`src/rtl/tlb_maint_if.sv`:
```
// Commit-stage request/response channel of the TLB maintenance sequencer.
interface tlb_maint_if #(
  parameter int IW = 5
);
  logic          req_valid_i;
  logic          req_ready_o;
  logic [2:0]    req_op_i;
  logic [4:0]    req_inv_op_i;
  logic [9:0]    req_asid_i;
  logic [18:0]   req_vpn_i;
  logic          flush_i;
  logic          rsp_valid_o;
  logic          rsp_ready_i;
  logic [2:0]    rsp_op_o;
  logic          rsp_found_o;
  logic [IW-1:0] rsp_idx_o;
  logic          rsp_illegal_o;
  logic          rsp_refetch_o;

  modport master (
    output req_valid_i, req_op_i, req_inv_op_i, req_asid_i, req_vpn_i, flush_i, rsp_ready_i,
    input  req_ready_o, rsp_valid_o, rsp_op_o, rsp_found_o, rsp_idx_o, rsp_illegal_o, rsp_refetch_o
  );

  modport slave (
    input  req_valid_i, req_op_i, req_inv_op_i, req_asid_i, req_vpn_i, flush_i, rsp_ready_i,
    output req_ready_o, rsp_valid_o, rsp_op_o, rsp_found_o, rsp_idx_o, rsp_illegal_o, rsp_refetch_o
  );
endinterface

```
`src/rtl/tlb_maint_ctrl.sv`:
```
// TLB maintenance sequencer: one op at a time, single-cycle MMU enables, translation hold while a
// mutation settles. Define TLB_FILL_LFSR_EN for an LFSR TLBFILL index instead of a round-robin counter.
module tlb_maint_ctrl #(
  parameter  int         TLB_ENTRY_NUM = 32,
  parameter  int         SETTLE_CYCLES = 2,
  parameter  logic [4:0] LFSR_SEED     = 5'h1F,
  localparam int         IW            = $clog2(TLB_ENTRY_NUM)
) (
  input  logic          clk,
  input  logic          a_rst_n,
  tlb_maint_if.slave    bus,
  output logic          tlbsrch_en_o,
  output logic          tlbrd_en_o,
  output logic          tlbwr_en_o,
  output logic          tlbfill_en_o,
  output logic          invtlb_en_o,
  input  logic          tlbsrch_found_i,
  input  logic [IW-1:0] tlbsrch_idx_i,
  output logic [IW-1:0] rand_idx_o,
  output logic [4:0]    invtlb_op_o,
  output logic [9:0]    invtlb_asid_o,
  output logic [18:0]   invtlb_vpn_o,
  output logic          trans_hold_o
);

  localparam logic [2:0] S_IDLE   = 3'd0;
  localparam logic [2:0] S_ISSUE  = 3'd1;
  localparam logic [2:0] S_WAIT   = 3'd2;
  localparam logic [2:0] S_SETTLE = 3'd3;
  localparam logic [2:0] S_RESP   = 3'd4;

  localparam logic [2:0] OP_SRCH = 3'd0;
  localparam logic [2:0] OP_RD   = 3'd1;
  localparam logic [2:0] OP_WR   = 3'd2;
  localparam logic [2:0] OP_FILL = 3'd3;
  localparam logic [2:0] OP_INV  = 3'd4;

  localparam int CW = (SETTLE_CYCLES > 1) ? $clog2(SETTLE_CYCLES) : 1;

  if (LFSR_SEED == 5'd0 || SETTLE_CYCLES < 1) begin : g_bad_param
    $error("tlb_maint_ctrl: LFSR_SEED must be nonzero and SETTLE_CYCLES >= 1");
  end

  logic [2:0]    r_state;
  logic [2:0]    r_op;
  logic [4:0]    r_inv_op;
  logic [9:0]    r_asid;
  logic [18:0]   r_vpn;
  logic [CW-1:0] r_cnt;
  logic          r_found;
  logic [IW-1:0] r_idx;

  logic w_accept, w_issue, w_resp, w_mut, w_ill, w_srch;

  assign bus.req_ready_o = (r_state == S_IDLE) & ~bus.flush_i;
  assign w_accept = bus.req_valid_i & bus.req_ready_o;
  assign w_issue  = (r_state == S_ISSUE);
  assign w_resp   = (r_state == S_RESP);
  assign w_mut    = (r_op == OP_WR) | (r_op == OP_FILL) | (r_op == OP_INV);
  assign w_ill    = (r_op > OP_INV);
  assign w_srch   = (r_op == OP_SRCH);

  // Flush is honoured only before accept and while the response waits; once
  // the enable has fired the MMU side effect is committed and must complete.
  always_ff @(posedge clk or negedge a_rst_n) begin
    if (!a_rst_n) begin
      r_state <= S_IDLE;
      r_op    <= '0;
      r_cnt   <= '0;
      r_found <= 1'b0;
      r_idx   <= '0;
    end else begin
      case (r_state)
        S_IDLE: if (w_accept) begin
          r_op    <= bus.req_op_i;
          r_found <= 1'b0;
          r_idx   <= '0;
          r_state <= S_ISSUE;
        end
        S_ISSUE: begin
          if (w_ill) begin
            r_state <= S_RESP;
          end else if (w_mut) begin
            r_cnt   <= CW'(SETTLE_CYCLES - 1);
            r_state <= S_SETTLE;
          end else begin
            r_state <= S_WAIT;
          end
        end
        S_WAIT: begin
          r_found <= tlbsrch_found_i;
          r_idx   <= tlbsrch_idx_i;
          r_state <= S_RESP;
        end
        S_SETTLE: begin
          if (r_cnt == '0) r_state <= S_RESP;
          else             r_cnt   <= r_cnt - CW'(1);
        end
        S_RESP: if (bus.rsp_ready_i || bus.flush_i) r_state <= S_IDLE;
        default: r_state <= S_IDLE;
      endcase
    end
  end

  always_ff @(posedge clk or negedge a_rst_n) begin
    if (!a_rst_n) begin
      r_inv_op <= '0;
      r_asid   <= '0;
      r_vpn    <= '0;
    end else if (w_accept) begin
      r_inv_op <= bus.req_inv_op_i;
      r_asid   <= bus.req_asid_i;
      r_vpn    <= bus.req_vpn_i;
    end
  end

  assign tlbsrch_en_o  = w_issue & (r_op == OP_SRCH);
  assign tlbrd_en_o    = w_issue & (r_op == OP_RD);
  assign tlbwr_en_o    = w_issue & (r_op == OP_WR);
  assign tlbfill_en_o  = w_issue & (r_op == OP_FILL);
  assign invtlb_en_o   = w_issue & (r_op == OP_INV);
  assign trans_hold_o  = (w_issue | (r_state == S_SETTLE)) & w_mut;

  assign invtlb_op_o   = r_inv_op;
  assign invtlb_asid_o = r_asid;
  assign invtlb_vpn_o  = r_vpn;

  // Response fields read zero outside RESP; search result only meaningful for SRCH.
  assign bus.rsp_valid_o   = w_resp;
  assign bus.rsp_op_o      = w_resp ? r_op : 3'd0;
  assign bus.rsp_found_o   = w_resp & w_srch & r_found;
  assign bus.rsp_idx_o     = (w_resp & w_srch) ? r_idx : '0;
  assign bus.rsp_illegal_o = w_resp & w_ill;
  assign bus.rsp_refetch_o = w_resp & w_mut;

`ifdef TLB_FILL_LFSR_EN
  logic [4:0] r_lfsr;

  always_ff @(posedge clk or negedge a_rst_n) begin
    if (!a_rst_n) r_lfsr <= LFSR_SEED;
    else          r_lfsr <= {r_lfsr[3:0], r_lfsr[4] ^ r_lfsr[2]};
  end

  assign rand_idx_o = IW'(r_lfsr);
`else
  logic [IW-1:0] r_rand;

  always_ff @(posedge clk or negedge a_rst_n) begin
    if (!a_rst_n) begin
      r_rand <= '0;
    end else if (w_issue && r_op == OP_FILL) begin
      r_rand <= (r_rand == IW'(TLB_ENTRY_NUM - 1)) ? '0 : r_rand + IW'(1);
    end
  end

  assign rand_idx_o = r_rand;
`endif

endmodule

```
`src/flat_wrapper.sv`:
```
// flat-port wrapper written by rule: the top's interface ports become plain ports
module tlb_maint_ctrl_flat 
#(
  parameter  int         TLB_ENTRY_NUM = 32,
  parameter  int         SETTLE_CYCLES = 2,
  parameter  logic [4:0] LFSR_SEED     = 5'h1F,
  localparam int         IW            = $clog2(TLB_ENTRY_NUM)
)
  (clk, a_rst_n, tlbsrch_en_o, tlbrd_en_o, tlbwr_en_o, tlbfill_en_o, invtlb_en_o, tlbsrch_found_i, tlbsrch_idx_i, rand_idx_o, invtlb_op_o, invtlb_asid_o, invtlb_vpn_o, trans_hold_o, bus_req_valid_i, bus_req_op_i, bus_req_inv_op_i, bus_req_asid_i, bus_req_vpn_i, bus_flush_i, bus_rsp_ready_i, bus_req_ready_o, bus_rsp_valid_o, bus_rsp_op_o, bus_rsp_found_o, bus_rsp_idx_o, bus_rsp_illegal_o, bus_rsp_refetch_o);
  tlb_maint_if #(.IW((5))) bus_i ();
  input  logic clk;
  input  logic a_rst_n;
  output logic tlbsrch_en_o;
  output logic tlbrd_en_o;
  output logic tlbwr_en_o;
  output logic tlbfill_en_o;
  output logic invtlb_en_o;
  input  logic tlbsrch_found_i;
  input  logic [IW-1:0] tlbsrch_idx_i;
  output logic [IW-1:0] rand_idx_o;
  output logic [4:0] invtlb_op_o;
  output logic [9:0] invtlb_asid_o;
  output logic [18:0] invtlb_vpn_o;
  output logic trans_hold_o;
  input wire logic [$bits(bus_i.req_valid_i)-1:0] bus_req_valid_i;
  input wire logic [$bits(bus_i.req_op_i)-1:0] bus_req_op_i;
  input wire logic [$bits(bus_i.req_inv_op_i)-1:0] bus_req_inv_op_i;
  input wire logic [$bits(bus_i.req_asid_i)-1:0] bus_req_asid_i;
  input wire logic [$bits(bus_i.req_vpn_i)-1:0] bus_req_vpn_i;
  input wire logic [$bits(bus_i.flush_i)-1:0] bus_flush_i;
  input wire logic [$bits(bus_i.rsp_ready_i)-1:0] bus_rsp_ready_i;
  output wire logic [$bits(bus_i.req_ready_o)-1:0] bus_req_ready_o;
  output wire logic [$bits(bus_i.rsp_valid_o)-1:0] bus_rsp_valid_o;
  output wire logic [$bits(bus_i.rsp_op_o)-1:0] bus_rsp_op_o;
  output wire logic [$bits(bus_i.rsp_found_o)-1:0] bus_rsp_found_o;
  output wire logic [$bits(bus_i.rsp_idx_o)-1:0] bus_rsp_idx_o;
  output wire logic [$bits(bus_i.rsp_illegal_o)-1:0] bus_rsp_illegal_o;
  output wire logic [$bits(bus_i.rsp_refetch_o)-1:0] bus_rsp_refetch_o;
  assign bus_i.req_valid_i = bus_req_valid_i;
  assign bus_i.req_op_i = bus_req_op_i;
  assign bus_i.req_inv_op_i = bus_req_inv_op_i;
  assign bus_i.req_asid_i = bus_req_asid_i;
  assign bus_i.req_vpn_i = bus_req_vpn_i;
  assign bus_i.flush_i = bus_flush_i;
  assign bus_i.rsp_ready_i = bus_rsp_ready_i;
  assign bus_req_ready_o = bus_i.req_ready_o;
  assign bus_rsp_valid_o = bus_i.rsp_valid_o;
  assign bus_rsp_op_o = bus_i.rsp_op_o;
  assign bus_rsp_found_o = bus_i.rsp_found_o;
  assign bus_rsp_idx_o = bus_i.rsp_idx_o;
  assign bus_rsp_illegal_o = bus_i.rsp_illegal_o;
  assign bus_rsp_refetch_o = bus_i.rsp_refetch_o;
  tlb_maint_ctrl #(.TLB_ENTRY_NUM(TLB_ENTRY_NUM), .SETTLE_CYCLES(SETTLE_CYCLES), .LFSR_SEED(LFSR_SEED)) u_core (.clk(clk), .a_rst_n(a_rst_n), .bus(bus_i), .tlbsrch_en_o(tlbsrch_en_o), .tlbrd_en_o(tlbrd_en_o), .tlbwr_en_o(tlbwr_en_o), .tlbfill_en_o(tlbfill_en_o), .invtlb_en_o(invtlb_en_o), .tlbsrch_found_i(tlbsrch_found_i), .tlbsrch_idx_i(tlbsrch_idx_i), .rand_idx_o(rand_idx_o), .invtlb_op_o(invtlb_op_o), .invtlb_asid_o(invtlb_asid_o), .invtlb_vpn_o(invtlb_vpn_o), .trans_hold_o(trans_hold_o));
endmodule
```
`config.mk`:
```
export PLATFORM = sky130hd
export DESIGN_NAME = tlb_maint_ctrl_flat
export DESIGN_NICKNAME = d
export VERILOG_FILES = /design/src/rtl/tlb_maint_if.sv /design/src/rtl/tlb_maint_ctrl.sv /design/src/flat_wrapper.sv
export SDC_FILE = /design/constraint.sdc
export NUM_CORES = 1
export LEC_CHECK = 0
export BUFFER_PORTS_ARGS = -buffer_cell sky130_fd_sc_hd__buf_4
export CELL_PAD_IN_SITES_DETAIL_PLACEMENT = 1
export CELL_PAD_IN_SITES_GLOBAL_PLACEMENT = 1
export CORE_AREA = 2 2 87 80
export DETAILED_ROUTE_END_ITERATION = 7
export DIE_AREA = 0 0 89 82
export PLACE_DENSITY_LB_ADDON = 0.1
export SYNTH_ARGS = -nofsm -noshare
export SYNTH_HDL_FRONTEND = slang
export SYNTH_SLANG_ARGS = --single-unit
```
`constraint.sdc`:
```
create_clock -name clk -period 4.7 [get_ports clk]
set_clock_uncertainty 0.2 [all_clocks]
set_input_delay 0.94 -clock clk [delete_from_list [all_inputs] [get_ports clk]]
set_output_delay 0.94 -clock clk [all_outputs]
set_load 0.03 [all_outputs]
```
Word-level counts from Yosys, hierarchy flattened --
Cells that the tools add are included.
Storage, ports and cells: register bits 52, output and inout port bits 58
Operators by class: add/sub/neg operators 2, $lt $le $gt $ge 1, equal/unequal tests 14, multiplexer cells 17, bitwise gates (word level) 16, reductions and logical operators 10
Operator list (count):
- $mux 3 | 5
- $mux 5 | 3
- $pmux 3 s5 | 1
- $and 1x1->1 | 12
- $eq 3x2->1 const B | 4
- $pmux 5 s2 | 1
- $ne 2x2->1 const B | 4
- $eq 3x1->1 const B | 2
- $eq 3x3->1 const B | 2
- $logic_not 3->1 | 2
- $reduce_and 3->1 | 2
- $add 5x1->5 const B | 1
- $eq 5x5->1 const B | 1
- $mux 1 | 5
- $pmux 1 s2 | 2
- $reduce_and 2->1 | 2
- $reduce_bool 2->1 | 2
- $gt 3x3->1 const B | 1
- $or 1x1->1 | 3
- $ne 2x1->1 const B | 1
- $logic_and 1x1->1 | 1
- $logic_or 1x1->1 | 1
- $not 1->1 | 1
- $sub 1x1->1 const B | 1

Depth between registers and ports, before layout --
Gate-level depths: netlist (run 1).
word-level depth 6, depth in mapped cells 6, depth with buffers taken out 6

Worst setup path after synthesis (run 1) --
Ideal clock, no wire load.
path kind register -> output, from register u_core.r_state[0], to output port bus_rsp_op_o[0], arrival 1628 ps, required time 3560 ps, setup slack 1932 ps, cell stages (with the launch flop) 5, cells stage by stage dfrtp_1 > buf_6 > or3b_2 > inv_1 > and2_1
On the way: word-level cells in the longest chain between the ends 2
Ends and longest elaborated chain:
- start, declared | RTL line tlb_maint_ctrl.sv:44 | logic [2:0] r_state;
- start signal, assigned | RTL line tlb_maint_ctrl.sv:67 | r_state <= S_IDLE;
- start signal, assigned | RTL line tlb_maint_ctrl.sv:78 | r_state <= S_ISSUE;
- start signal, assigned | RTL line tlb_maint_ctrl.sv:82 | r_state <= S_RESP;
- $eq 3x3->1 | RTL line tlb_maint_ctrl.sv:58 | assign w_resp = (r_state == S_RESP);
- named net bus_rsp_valid_o | RTL line flat_wrapper.sv:33 | output wire logic [$bits(bus_i.rsp_valid_o)-1:0] bus_rsp_valid_o;
- $mux 3 | RTL line tlb_maint_ctrl.sv:130 | assign bus.rsp_op_o = w_resp ? r_op : 3'd0;
- end, declared | RTL line flat_wrapper.sv:34 | output wire logic [$bits(bus_i.rsp_op_o)-1:0] bus_rsp_op_o;
The timed path passes the listed nets, and every way through them passes these cells.

Worst setup path in the final report (run 1) --
from register u_core.r_state[2], to output port bus_rsp_idx_o[3]
On the way: word-level cells in the longest chain between the ends 3
Ends and longest elaborated chain:
- $eq 3x3->1 | RTL line tlb_maint_ctrl.sv:58
- $and 1x1->1 | RTL line tlb_maint_ctrl.sv:132 | assign bus.rsp_idx_o = (w_resp & w_srch) ? r_idx : '0;
- $mux 5 | RTL line tlb_maint_ctrl.sv:132
- end, declared | RTL line flat_wrapper.sv:36 | output wire logic [$bits(bus_i.rsp_idx_o)-1:0] bus_rsp_idx_o;
No other way between the ends.

==> metrics.csv, run 1 <==
stage,metric,value,unit
outcome,status,"finished, final reports clean",
place,Placed Cells,361,
sta,Setup Viol. Count Final,0,
worst_hold_path,hold path depth,1,
sta,FMAX,316,MHz
layout,antenna cells,0,
drt,wire length on met3,370,um
clock_network,cts bufs inserted,5,
logic_synthesis,post-synthesis adder-cell area fraction,1.00,%
logic_synthesis,mean post-synth cell area,14.0,um2
logic_synthesis,post-synth top area share,52.2,%
place,Post-DP HPWL,4020,um
global_routing,global route overflow,0,
logic_synthesis,post-synthesis mux area share,22.4,%
sta,Tcrit/Tclk final,67.3,%
global_routing,vias in the first global route,1703,
drt,total wire length,5660,um
clock_network,CTS Hold Bufs,0,
sta,Max transition margin,50.1,%
run,Max Cap Viol,0,
clock_network,post_cts resized,0,
sta,endpoints failing hold,0,
global_routing,initial antenna violation count,0,
clock_network,worst-skew pair later-pin latency,0.31,ns
clock_network,Longest Clk Path Bufs,2,
logic_synthesis,Post-synth EDFFs,0,
logic_synthesis,ys flop type,dfrtp_1,
critical_path,CP Max Fanout,11,
drt,met2 WL,2620,um
logic_synthesis,"FF+latch count, synth",52,
clock_network,CTS H-tree depth,2,
power_and_ir_drop,Leakage,1.64,nW
clock_network,CTS clock-pin slew for the worst setup and hold paths,0.10,ns
die,Die Ht,82,um
drt,Routed Antenna Nets,0,
critical_path,RR Startpoint,u_core.r_state[0],
die,cell row count,28,
drt,Metal-1 WL,2600,um
logic_synthesis,XOR/XNOR Fraction of Synth Area,0,%
logic_synthesis,Syn Std Cell Area,2490,um2
layout,share of layout cells above drive strength 1,55.9,%
critical_path,CP Data Required Time,3.56,ns
logic_synthesis,leading area contributor after synthesis,dfrtp_1,
global_routing,largest net degree at the start of global routing,53,
critical_path,RR Endpoint,u_core.invtlb_vpn_o[17],
layout,Finished Cell Area,3350,um2
die,I/O pin count,106,
layout,most frequent cells in the layout,"buf_4, dfrtp_1, mux2_4",
critical_path,arrival time at the worst endpoint,2.02,ns
sta,max-slew violations,0,
worst_hold_path,HP Start,u_core.invtlb_vpn_o[14],
critical_path,Worst R2R Path Depth,3,
logic_synthesis,"Distinct cells, synth",40,
die,die area,7300,um2
clock_network,"Setup Fix Bufs, Post-CTS",0,
logic_synthesis,register area share after synthesis,52.2,%
clock_network,clk root buf,clkbuf_8,
logic_synthesis,cell count after synthesis,178,
logic_synthesis,dominant cells by area after synthesis,"dfrtp_1, mux2_4, buf_12",
worst_hold_path,HP Class,reg2reg,
logic_synthesis,largest family of logic cells by synthesized area,multiplexers,
clock_network,CTS tree,yes,
global_routing,total track usage,15.9,%
drt,Initial DRT Pass Iterations,3,
layout,Layout area overhead,34.5,%
clock_network,clock sinks,52,
place,gpl congestion,0.762,
logic_synthesis,Ys Warns,0,
critical_path,Crit. End Element,primary output,
logic_synthesis,Synth Area in Compound Gates,6.17,%
drt,DRT iter0 DRCs,30,
die,DIE WIDTH,89,um
drt,wire per inst,15.3,um
layout,Fillers,715,
critical_path,R2R setup slack,2.46,ns
sta,Period minus WS final,3.16,ns
logic_synthesis,Synth Area in Simple Gates,11.9,%
drt,via count,1752,
power_and_ir_drop,Max VDD drop,271,uV
power_and_ir_drop,PD cells,687,nW/um2
drt,Vias/cell,4.75,
logic_synthesis,Async SR Flop Fraction,100,%
layout,"Cell Count, Final, Fillers Out",369,
global_routing,first-pass GRT wire length,8850,um
critical_path,WS Path Type,reg2out,
worst_hold_path,Min-Delay Endpoint,u_core.invtlb_vpn_o[14],
drt,Remaining DRCs,0,
logic_synthesis,syn_nets,228,
die,Core Box Area,6450,um2
critical_path,critical path launch point type,register,
drt,DR top layer,met4,
sta,TNS Setup,0,ns
place,Port Buffer Count,105,
die,Initial Util,38.7,%
layout,Nets,328,
sta,RSZ-0062 raised after global routing,no,
sta,worst slew pin tran,0.747,ns
place,DP Area,3260,um2
layout,"leading cell type in the layout, fill and taps excluded",buf_4,
-- final cells by class --
| class | count | area [um2] | area share [%] |
|---|---|---|---|
| Clock buffer | 5 | 68.8 | 2.05 |
| Sequential cell | 52 | 1300 | 38.8 |
| Multi-Input combinational cell | 109 | 1040 | 30.9 |
| Inverter | 5 | 18.8 | 0.560 |
| Clock inverter | 3 | 27.5 | 0.821 |
| Tap cell | 90 | 113 | 3.36 |
| Timing Repair Buffer | 105 | 788 | 23.5 |
-- sequential cells by signal, summed over array words and instances, names as in the netlist --
register	flops
u_core.r_state	3
u_core.invtlb_vpn_o	19
u_core.r_found	1
u_core.r_op	3
u_core.r_cnt	1
u_core.invtlb_op_o	5
u_core.r_idx	5
u_core.invtlb_asid_o	10
u_core.rand_idx_o	5
-- synthesized netlist by cell type (2+ instances only) --
master / n
nor3_1: 2
nor4_4: 2
mux2_2: 3
nand3_1: 2
or3b_2: 3
buf_4: 2
nor3b_1: 2
dfrtp_1: 52
a21oi_1: 2
nor4b_1: 2
o21ai_0: 6
buf_6: 2
nand2_1: 12
mux2_1: 4
buf_2: 3
buf_12: 4
and2_1: 9
nand2b_1: 2
o31ai_1: 2
nor2_1: 3
nor2b_1: 2
a31oi_1: 3
mux2_4: 32
inv_1: 5
ha_1: 2
-- worst max-delay path by stage --
stage	from	to	cells past startpoint
floorplan	u_core.r_state[0]	bus_rsp_op_o[0]	4
global placement	u_core.r_state[0]	bus_rsp_idx_o[1]	4
detailed placement	u_core.r_state[2]	bus_rsp_idx_o[3]	4
CTS	u_core.r_state[0]	bus_rsp_idx_o[3]	4
global route	u_core.r_state[2]	bus_rsp_idx_o[0]	4
finish	u_core.r_state[2]	bus_rsp_idx_o[3]	4
-- cells by family after synthesis --
family	after synthesis
flops	52
buf+inv	17
fa+ha+maj	2
compound gates	22
simple gates	46
mux	39
-- routing by layer --
metal  vias up  global-route usage, %
met5         -                      0
met4         0                   4.93
met3         7                   4.02
met2        59                   24.3
met1       861                   22.2
li1        825                      -
-- power breakdown --
part	internal (mW)	total [mW]	switching (mW)	leakage, nW
sequential	0.653	0.825	0.172	0.635
clock	0.110	0.271	0.161	0.0463
combinational	0.561	1.21	0.647	0.954
total	1.32	2.30	0.980	1.64
-- per-stage QoR --
step | power, mW | util, % | hold WS (ns) | setup WS (ns)
after CTS | 2.34 | 52.0 | 0.299 | 1.51
after global placement | 2.04 | 50.5 | 0.271 | 1.92
final | 2.30 | 52.0 | 0.297 | 1.54
after global routing | 2.44 | 52.0 | 0.312 | 1.36
after detailed placement | 2.05 | 50.5 | 0.276 | 1.88
after floorplan | 1.68 | - | 0.283 | 1.93
-- worst max-delay path, stage by stage (launching register included) --
cell and delay [ns]:
dfrtp_1 0.55, or3b_2 0.55, nor4_4 0.27, and2_1 0.19, buf_4 0.16
No activity file was read; power rests on OpenSTA's default activity.
==> run 2, diff against run 1 <==
--- a/config.mk
+++ b/config.mk
@@ -5,12 +5,13 @@
 export SDC_FILE = /design/constraint.sdc
 export NUM_CORES = 1
 export LEC_CHECK = 0
+export ABC_AREA = 1
 export BUFFER_PORTS_ARGS = -buffer_cell sky130_fd_sc_hd__buf_4
 export CELL_PAD_IN_SITES_DETAIL_PLACEMENT = 1
 export CELL_PAD_IN_SITES_GLOBAL_PLACEMENT = 1
-export CORE_AREA = 2 2 87 80
+export CORE_AREA = 2 2 97 90
 export DETAILED_ROUTE_END_ITERATION = 7
-export DIE_AREA = 0 0 89 82
+export DIE_AREA = 0 0 99 92
 export PLACE_DENSITY_LB_ADDON = 0.1
 export SYNTH_ARGS = -nofsm -noshare
 export SYNTH_HDL_FRONTEND = slang
==> constraint.sdc (replaced) <==
create_clock -name clk -period 2.8 [get_ports clk]
set_clock_uncertainty 0.2 [all_clocks]
set_input_delay 0.56 -clock clk [delete_from_list [all_inputs] [get_ports clk]]
set_output_delay 0.56 -clock clk [all_outputs]
set_load 0.03 [all_outputs]
==> metrics.csv, run 2 <==
stage,metric,value,unit,change
outcome,status,"finished, final reports clean",,unchanged
global_routing,largest net degree at the start of global routing,53,,unchanged
layout,Seq. cell area,1300,um2,unchanged
layout,antenna cells,0,,unchanged
logic_synthesis,Synth Area in Compound Gates,2.58,%,was 6.17%
logic_synthesis,post-synthesis adder-cell area fraction,1.05,%,was 1.00%
layout,"leading cell type in the layout, fill and taps excluded",nand2_1,,was buf_4
drt,Routed Antenna Nets,0,,unchanged
sta,Max transition margin,48.4,%,was 50.1%
sta,Period minus WS final,2.47,ns,
layout,Multi-input gate area,887,um2,was 1040 um2
sta,TNS Setup,0,ns,unchanged
logic_synthesis,most frequent cell after synthesis,nand2_1,,was dfrtp_1
logic_synthesis,Synth Area in Simple Gates,33.3,%,was 11.9%
power_and_ir_drop,PD cells,1090,nW/um2,was 687 nW/um2
logic_synthesis,leading area contributor after synthesis,dfrtp_1,,unchanged
clock_network,clk root buf,clkbuf_8,,unchanged
critical_path,CP Max Fanout,6,,was 11
drt,total wire length,6290,um,was 5660 um
clock_network,post_cts resized,0,,unchanged
power_and_ir_drop,Max VDD drop,328,uV,was 271 uV
clock_network,CTS Hold Bufs,0,,unchanged
logic_synthesis,cell count after synthesis,285,,was 178
global_routing,total track usage,14.1,%,was 15.9%
clock_network,Longest Clk Path Bufs,2,,unchanged
drt,DRT iter0 DRCs,42,,was 30
sta,worst slew pin tran,0.772,ns,was 0.747 ns
drt,Remaining DRCs,0,,unchanged
sta,Tcrit/Tclk final,88.1,%,
die,Initial Util,28.9,%,was 38.7%
logic_synthesis,XOR/XNOR Fraction of Synth Area,0.369,%,was 0%
critical_path,CP Data Required Time,2.04,ns,was 3.56 ns
critical_path,WS Path Type,reg2out,,unchanged
global_routing,global route overflow,0,,unchanged
drt,via count,2130,,was 1752
drt,Initial DRT Pass Iterations,4,,was 3
clock_network,CTS clock-pin slew for the worst setup and hold paths,0.08,ns,was 0.10 ns
layout,post-layout utilization of the core,40.3,%,was 52.0%
logic_synthesis,largest family of logic cells by synthesized area,simple AND/OR/NAND/NOR gates,,was multiplexers
drt,Vias/cell,4.31,,was 4.75
clock_network,worst-skew pair later-pin latency,0.30,ns,was 0.31 ns
clock_network,"Setup Fix Bufs, Post-CTS",0,,unchanged
sta,max-slew violations,0,,unchanged
place,Post-DP HPWL,4640,um,was 4020 um
sta,RSZ-0062 raised after global routing,no,,unchanged
global_routing,vias in the first global route,2146,,was 1703
layout,Nets,441,,was 328
logic_synthesis,Async SR Flop Fraction,100,%,unchanged
logic_synthesis,Post-synth EDFFs,0,,unchanged
logic_synthesis,post-synthesis mux area share,0,%,was 22.4%
logic_synthesis,syn_nets,335,,was 228
clock_network,CTS tree,yes,,unchanged
die,Core Box Area,8210,um2,was 6450 um2
die,DIE WIDTH,99,um,was 89 um
place,gpl congestion,0.778,,was 0.762
layout,share of layout cells above drive strength 1,32.7,%,was 55.9%
logic_synthesis,mean post-synth cell area,8.34,um2,was 14.0 um2
logic_synthesis,"Distinct cells, synth",19,,was 40
sta,FMAX,405,MHz,
layout,most frequent cells in the layout,"nand2_1, buf_4, dfrtp_1",,"was buf_4, dfrtp_1, mux2_4"
logic_synthesis,dominant cells by area after synthesis,"dfrtp_1, nand2_1, inv_1",,"was dfrtp_1, mux2_4, buf_12"
power_and_ir_drop,Leakage,1.86,nW,was 1.64 nW
run,Max Cap Viol,0,,unchanged
drt,wire per inst,12.7,um,was 15.3 um
critical_path,arrival time at the worst endpoint,1.71,ns,was 2.02 ns
logic_synthesis,ys flop type,dfrtp_1,,unchanged
die,die area,9110,um2,was 7300 um2
logic_synthesis,"FF+latch count, synth",52,,unchanged
clock_network,cts bufs inserted,5,,unchanged
place,Port Buffer Count,105,,unchanged
sta,Setup Viol. Count Final,0,,unchanged
layout,Fillers,1039,,was 715
worst_hold_path,HP Class,in2async,,was reg2reg
global_routing,initial antenna violation count,0,,unchanged
critical_path,Crit. End Element,primary output,,unchanged
die,I/O pin count,106,,unchanged
clock_network,clock sinks,52,,unchanged
sta,endpoints failing hold,0,,unchanged
logic_synthesis,Syn Std Cell Area,2380,um2,was 2490 um2
logic_synthesis,Ys Warns,0,,unchanged
clock_network,CTS H-tree depth,2,,unchanged
layout,Largest register FFs,19,,unchanged
critical_path,critical path launch point type,register,,unchanged
die,Die Ht,92,um,was 82 um
global_routing,first-pass GRT wire length,10200,um,was 8850 um
layout,Layout area overhead,39.2,%,was 34.5%
logic_synthesis,post-synth top area share,54.8,%,was 52.2%
logic_synthesis,register area share after synthesis,54.8,%,was 52.2%
logic_synthesis,commonest cells in the netlist,"nand2_1, dfrtp_1, inv_1",,"was dfrtp_1, mux2_4, nand2_1"
die,cell row count,32,,was 28
-- run 2: per-stage QoR --
stage / power, mW / setup WS [ns] / cell area [um2] / instances / hold slack [ns]
final: 3.61 / 0.333 / 3310 / 494 / 0.0931
after CTS: 3.68 / 0.305 / 3310 / 494 / 0.123
after global placement: 3.19 / 0.712 / 3220 / 486 / 0.264
after global routing: 3.90 / 0.127 / 3310 / 494 / 0.130
after detailed placement: 3.22 / 0.646 / 3220 / 486 / 0.267
after floorplan: 2.52 / 0.0936 / 2380 / 285 / 0.0644
-- run 2: layout make-up --
type,instances,share of cell area [%]
Tap cell,102,3.86
Multi-Input combinational cell,199,26.8
Clock buffer,8,2.72
Sequential cell,52,39.3
Timing Repair Buffer,107,24.3
Inverter,26,2.95
-- run 2: path summary, 6_finish.rpt --
kind	startpoint	end	slack, ns	depth (start not counted)
min in group clk	bus_req_vpn_i[13]	u_core.invtlb_vpn_o[13]	0.25	3
worst min-delay path	a_rst_n	u_core.invtlb_op_o[4]	0.09	1
worst min register to register	u_core.invtlb_op_o[1]	u_core.invtlb_op_o[1]	0.29	2
worst max register to register	u_core.r_state[1]	u_core.r_idx[2]	0.91	6
max in group asynchronous	a_rst_n	u_core.invtlb_asid_o[0]	1.86	1
worst max-delay path	u_core.r_state[1]	bus_rsp_idx_o[4]	0.33	6
-- run 2: power breakdown --
part	internal (mW)	total, mW	switching (mW)
Clock	0.202	0.434	0.232
Combinational	0.653	1.87	1.22
Sequential	1.09	1.30	0.218
Total	1.94	3.61	1.67
-- run 2: kinds of logic (layout without fill, tap and decap cells) --
group	after synthesis	count (layout)
flip-flops	52	52
AND/OR/NAND/NOR	186	186
buffers and inverters	34	141
adder cells (fa/ha/maj)	2	2
AO/OA/AOI/OAI	10	10
XOR/XNOR	1	1
-- run 2: metal layers --
metal	routed length (um)	vias up	global-route usage (%)	part of all wire, %
li1	-	1069	-	-
met1	2880	1001	18.5	46
met2	3000	52	23.3	48
met3	339	8	3.20	5.4
met4	68	0	3.77	1.1
met5	0	-	0	0
-- run 2: critical path, stage by stage, from the launching register on --
cell and delay (ns):
dfrtp_1 0.46, nor2_4 0.16, inv_1 0.05, nor2_1 0.17, nand3_1 0.24, nor2_1 0.16, buf_4 0.17
==> run 3, diff against run 2 <==
--- a/config.mk
+++ b/config.mk
@@ -9,9 +9,9 @@
 export BUFFER_PORTS_ARGS = -buffer_cell sky130_fd_sc_hd__buf_4
 export CELL_PAD_IN_SITES_DETAIL_PLACEMENT = 1
 export CELL_PAD_IN_SITES_GLOBAL_PLACEMENT = 1
-export CORE_AREA = 2 2 97 90
+export CORE_AREA = 2 2 93 86
 export DETAILED_ROUTE_END_ITERATION = 7
-export DIE_AREA = 0 0 99 92
+export DIE_AREA = 0 0 95 88
 export PLACE_DENSITY_LB_ADDON = 0.1
 export SYNTH_ARGS = -nofsm -noshare
 export SYNTH_HDL_FRONTEND = slang
==> constraint.sdc (replaced) <==
create_clock -name clk -period 2.5 [get_ports clk]
set_clock_uncertainty 0.2 [all_clocks]
set_input_delay 0.5 -clock clk [delete_from_list [all_inputs] [get_ports clk]]
set_output_delay 0.5 -clock clk [all_outputs]
set_load 0.03 [all_outputs]
==> metrics.csv, run 3 (synthesized netlist as in run 2, its figures left out) <==
stage,metric,value,unit,change
outcome,status,"finished, final reports clean",,unchanged
sta,endpoints failing hold,0,,unchanged
die,Initial Util,32.1,%,was 28.9%
die,cell row count,30,,was 32
power_and_ir_drop,total power,4.07,mW,was 3.61 mW
sta,Tcrit/Tclk final,91.8,%,
drt,via count,2142,,was 2130
place,Post-DP HPWL,4470,um,was 4640 um
power_and_ir_drop,PD cells,1220,nW/um2,was 1090 nW/um2
layout,Layout area overhead,40.0,%,was 39.2%
layout,Nets,442,,was 441
critical_path,critical path launch point type,register,,unchanged
critical_path,WS Path Type,reg2out,,unchanged
power_and_ir_drop,Max VDD drop,407,uV,was 328 uV
drt,wire per inst,12.4,um,was 12.7 um
die,I/O pin count,106,,unchanged
layout,Fillers,910,,was 1039
clock_network,cts bufs inserted,5,,unchanged
sta,final critical-path setup slack,0.205,ns,was 0.333 ns
layout,Multi-input gate area,900,um2,was 887 um2
layout,Finished Cell Area,3330,um2,was 3310 um2
drt,Initial DRT Pass Iterations,4,,unchanged
drt,Remaining DRCs,0,,unchanged
die,Core Box Area,7390,um2,was 8210 um2
sta,RSZ-0062 raised after global routing,no,,unchanged
layout,share of layout cells above drive strength 1,33.9,%,was 32.7%
drt,DRT iter0 DRCs,61,,was 42
clock_network,clock sinks,52,,unchanged
critical_path,Crit. End Element,primary output,,unchanged
layout,Seq. cell area,1300,um2,unchanged
clock_network,Longest Clk Path Bufs,2,,unchanged
place,Port Buffer Count,105,,unchanged
global_routing,global route overflow,0,,unchanged
clock_network,CTS tree,yes,,unchanged
global_routing,first-pass GRT wire length,9890,um,was 10200 um
critical_path,CP Max Fanout,6,,unchanged
global_routing,initial antenna violation count,0,,unchanged
place,DP Area,3220,um2,about the same
clock_network,CTS H-tree depth,2,,unchanged
critical_path,arrival time at the worst endpoint,1.59,ns,was 1.71 ns
global_routing,vias in the first global route,2152,,was 2146
sta,max-slew violations,0,,unchanged
layout,"leading cell type in the layout, fill and taps excluded",nand2_1,,unchanged
drt,Routed Antenna Nets,0,,unchanged
layout,antenna cells,0,,unchanged
clock_network,clk root buf,clkbuf_8,,unchanged
global_routing,largest net degree at the start of global routing,53,,unchanged
drt,Vias/cell,4.39,,was 4.31
global_routing,total track usage,15.0,%,was 14.1%
die,Die Ht,88,um,was 92 um
critical_path,CP Data Required Time,1.80,ns,was 2.04 ns
layout,Largest register FFs,19,,unchanged
sta,FMAX,436,MHz,
sta,Period minus WS final,2.29,ns,
clock_network,worst-skew pair later-pin latency,0.30,ns,about the same
die,die area,8360,um2,was 9110 um2
place,gpl congestion,0.753,,was 0.778
sta,TNS Setup,0,ns,unchanged
sta,worst slew pin tran,0.678,ns,was 0.772 ns
worst_hold_path,HP Class,in2async,,unchanged
run,Max Cap Viol,0,,unchanged
sta,Setup Viol. Count Final,0,,unchanged
die,DIE WIDTH,95,um,was 99 um
sta,Max transition margin,54.8,%,was 48.4%
drt,total wire length,6060,um,was 6290 um
clock_network,CTS clock-pin slew for the worst setup and hold paths,0.09,ns,was 0.08 ns
layout,most frequent cells in the layout,"nand2_1, buf_4, dfrtp_1",,unchanged
place,dpl ws,0.412,ns,was 0.646 ns
power_and_ir_drop,Leakage,1.87,nW,was 1.86 nW
==> run 3: changes by cell type in the layout (fill, tap and decap cells not counted), sizes merged <==
| cell | delta |
|---|---|
| buf | +1 |
| clkbuf | -1 |
==> run 3: critical path, stage by stage (launching register included) <==
cell     delay (ns)
dfrtp_1        0.41
inv_1          0.19
nand2_1        0.14
inv_1          0.13
nand2_4        0.10
nor3_1         0.15
buf_4          0.19
==> run 3: final timing paths <==
path	startpoint	to	slack [ns]	cells after the start
min in group clk	bus_req_vpn_i[13]	u_core.invtlb_vpn_o[13]	0.19	3
hold reg to reg	u_core.invtlb_op_o[2]	u_core.invtlb_op_o[2]	0.28	2
setup reg to reg	u_core.r_state[2]	u_core.r_found	0.87	7
setup / recovery	u_core.r_state[2]	tlbwr_en_o	0.21	6
hold / removal	a_rst_n	u_core.rand_idx_o[2]	0.03	1
max in group asynchronous	a_rst_n	u_core.invtlb_asid_o[9]	1.61	1
==> run 3: final cells by class <==
class | instances | area share, %
clock buffers | 7 | 2.90
flip-flops and latches | 52 | 39.1
repair buffers | 108 | 24.4
inverters | 26 | 2.93
multi-input cells | 199 | 27.1
well taps | 96 | 3.61
==> run 3: routing by layer <==
layer	vias to the layer above	share of wire (%)	global-route usage, %
met5	-	0	0
met4	0	0.83	3.95
met3	4	5.8	3.36
met2	60	48	25.3
met1	1007	45	19.5
li1	1071	-	-
==> run 3: what timing repair did <==
item                       4_1_cts  5_1_grt
buffers inserted                 0        0
hold buffers                     0        0
setup endpoints to repair        0        6
resized for setup                0        2
==> run 3: metrics by stage <==
stage          util, %  instances  hold WS, ns
2_1_floorplan        -        285      0.00441
3_3_place_gp      43.6        481        0.263
3_5_place_dp      43.6        481        0.267
4_1_cts           44.9        488       0.0586
5_1_grt           45.0        488       0.0841
6_report          45.0        488       0.0262
==> run 3: where the power goes <==
| group | switching [mW] | internal, mW |
|---|---|---|
| clock | 0.260 | 0.247 |
| sequential | 0.239 | 1.22 |
| combinational | 1.37 | 0.738 |
| total | 1.87 | 2.20 |
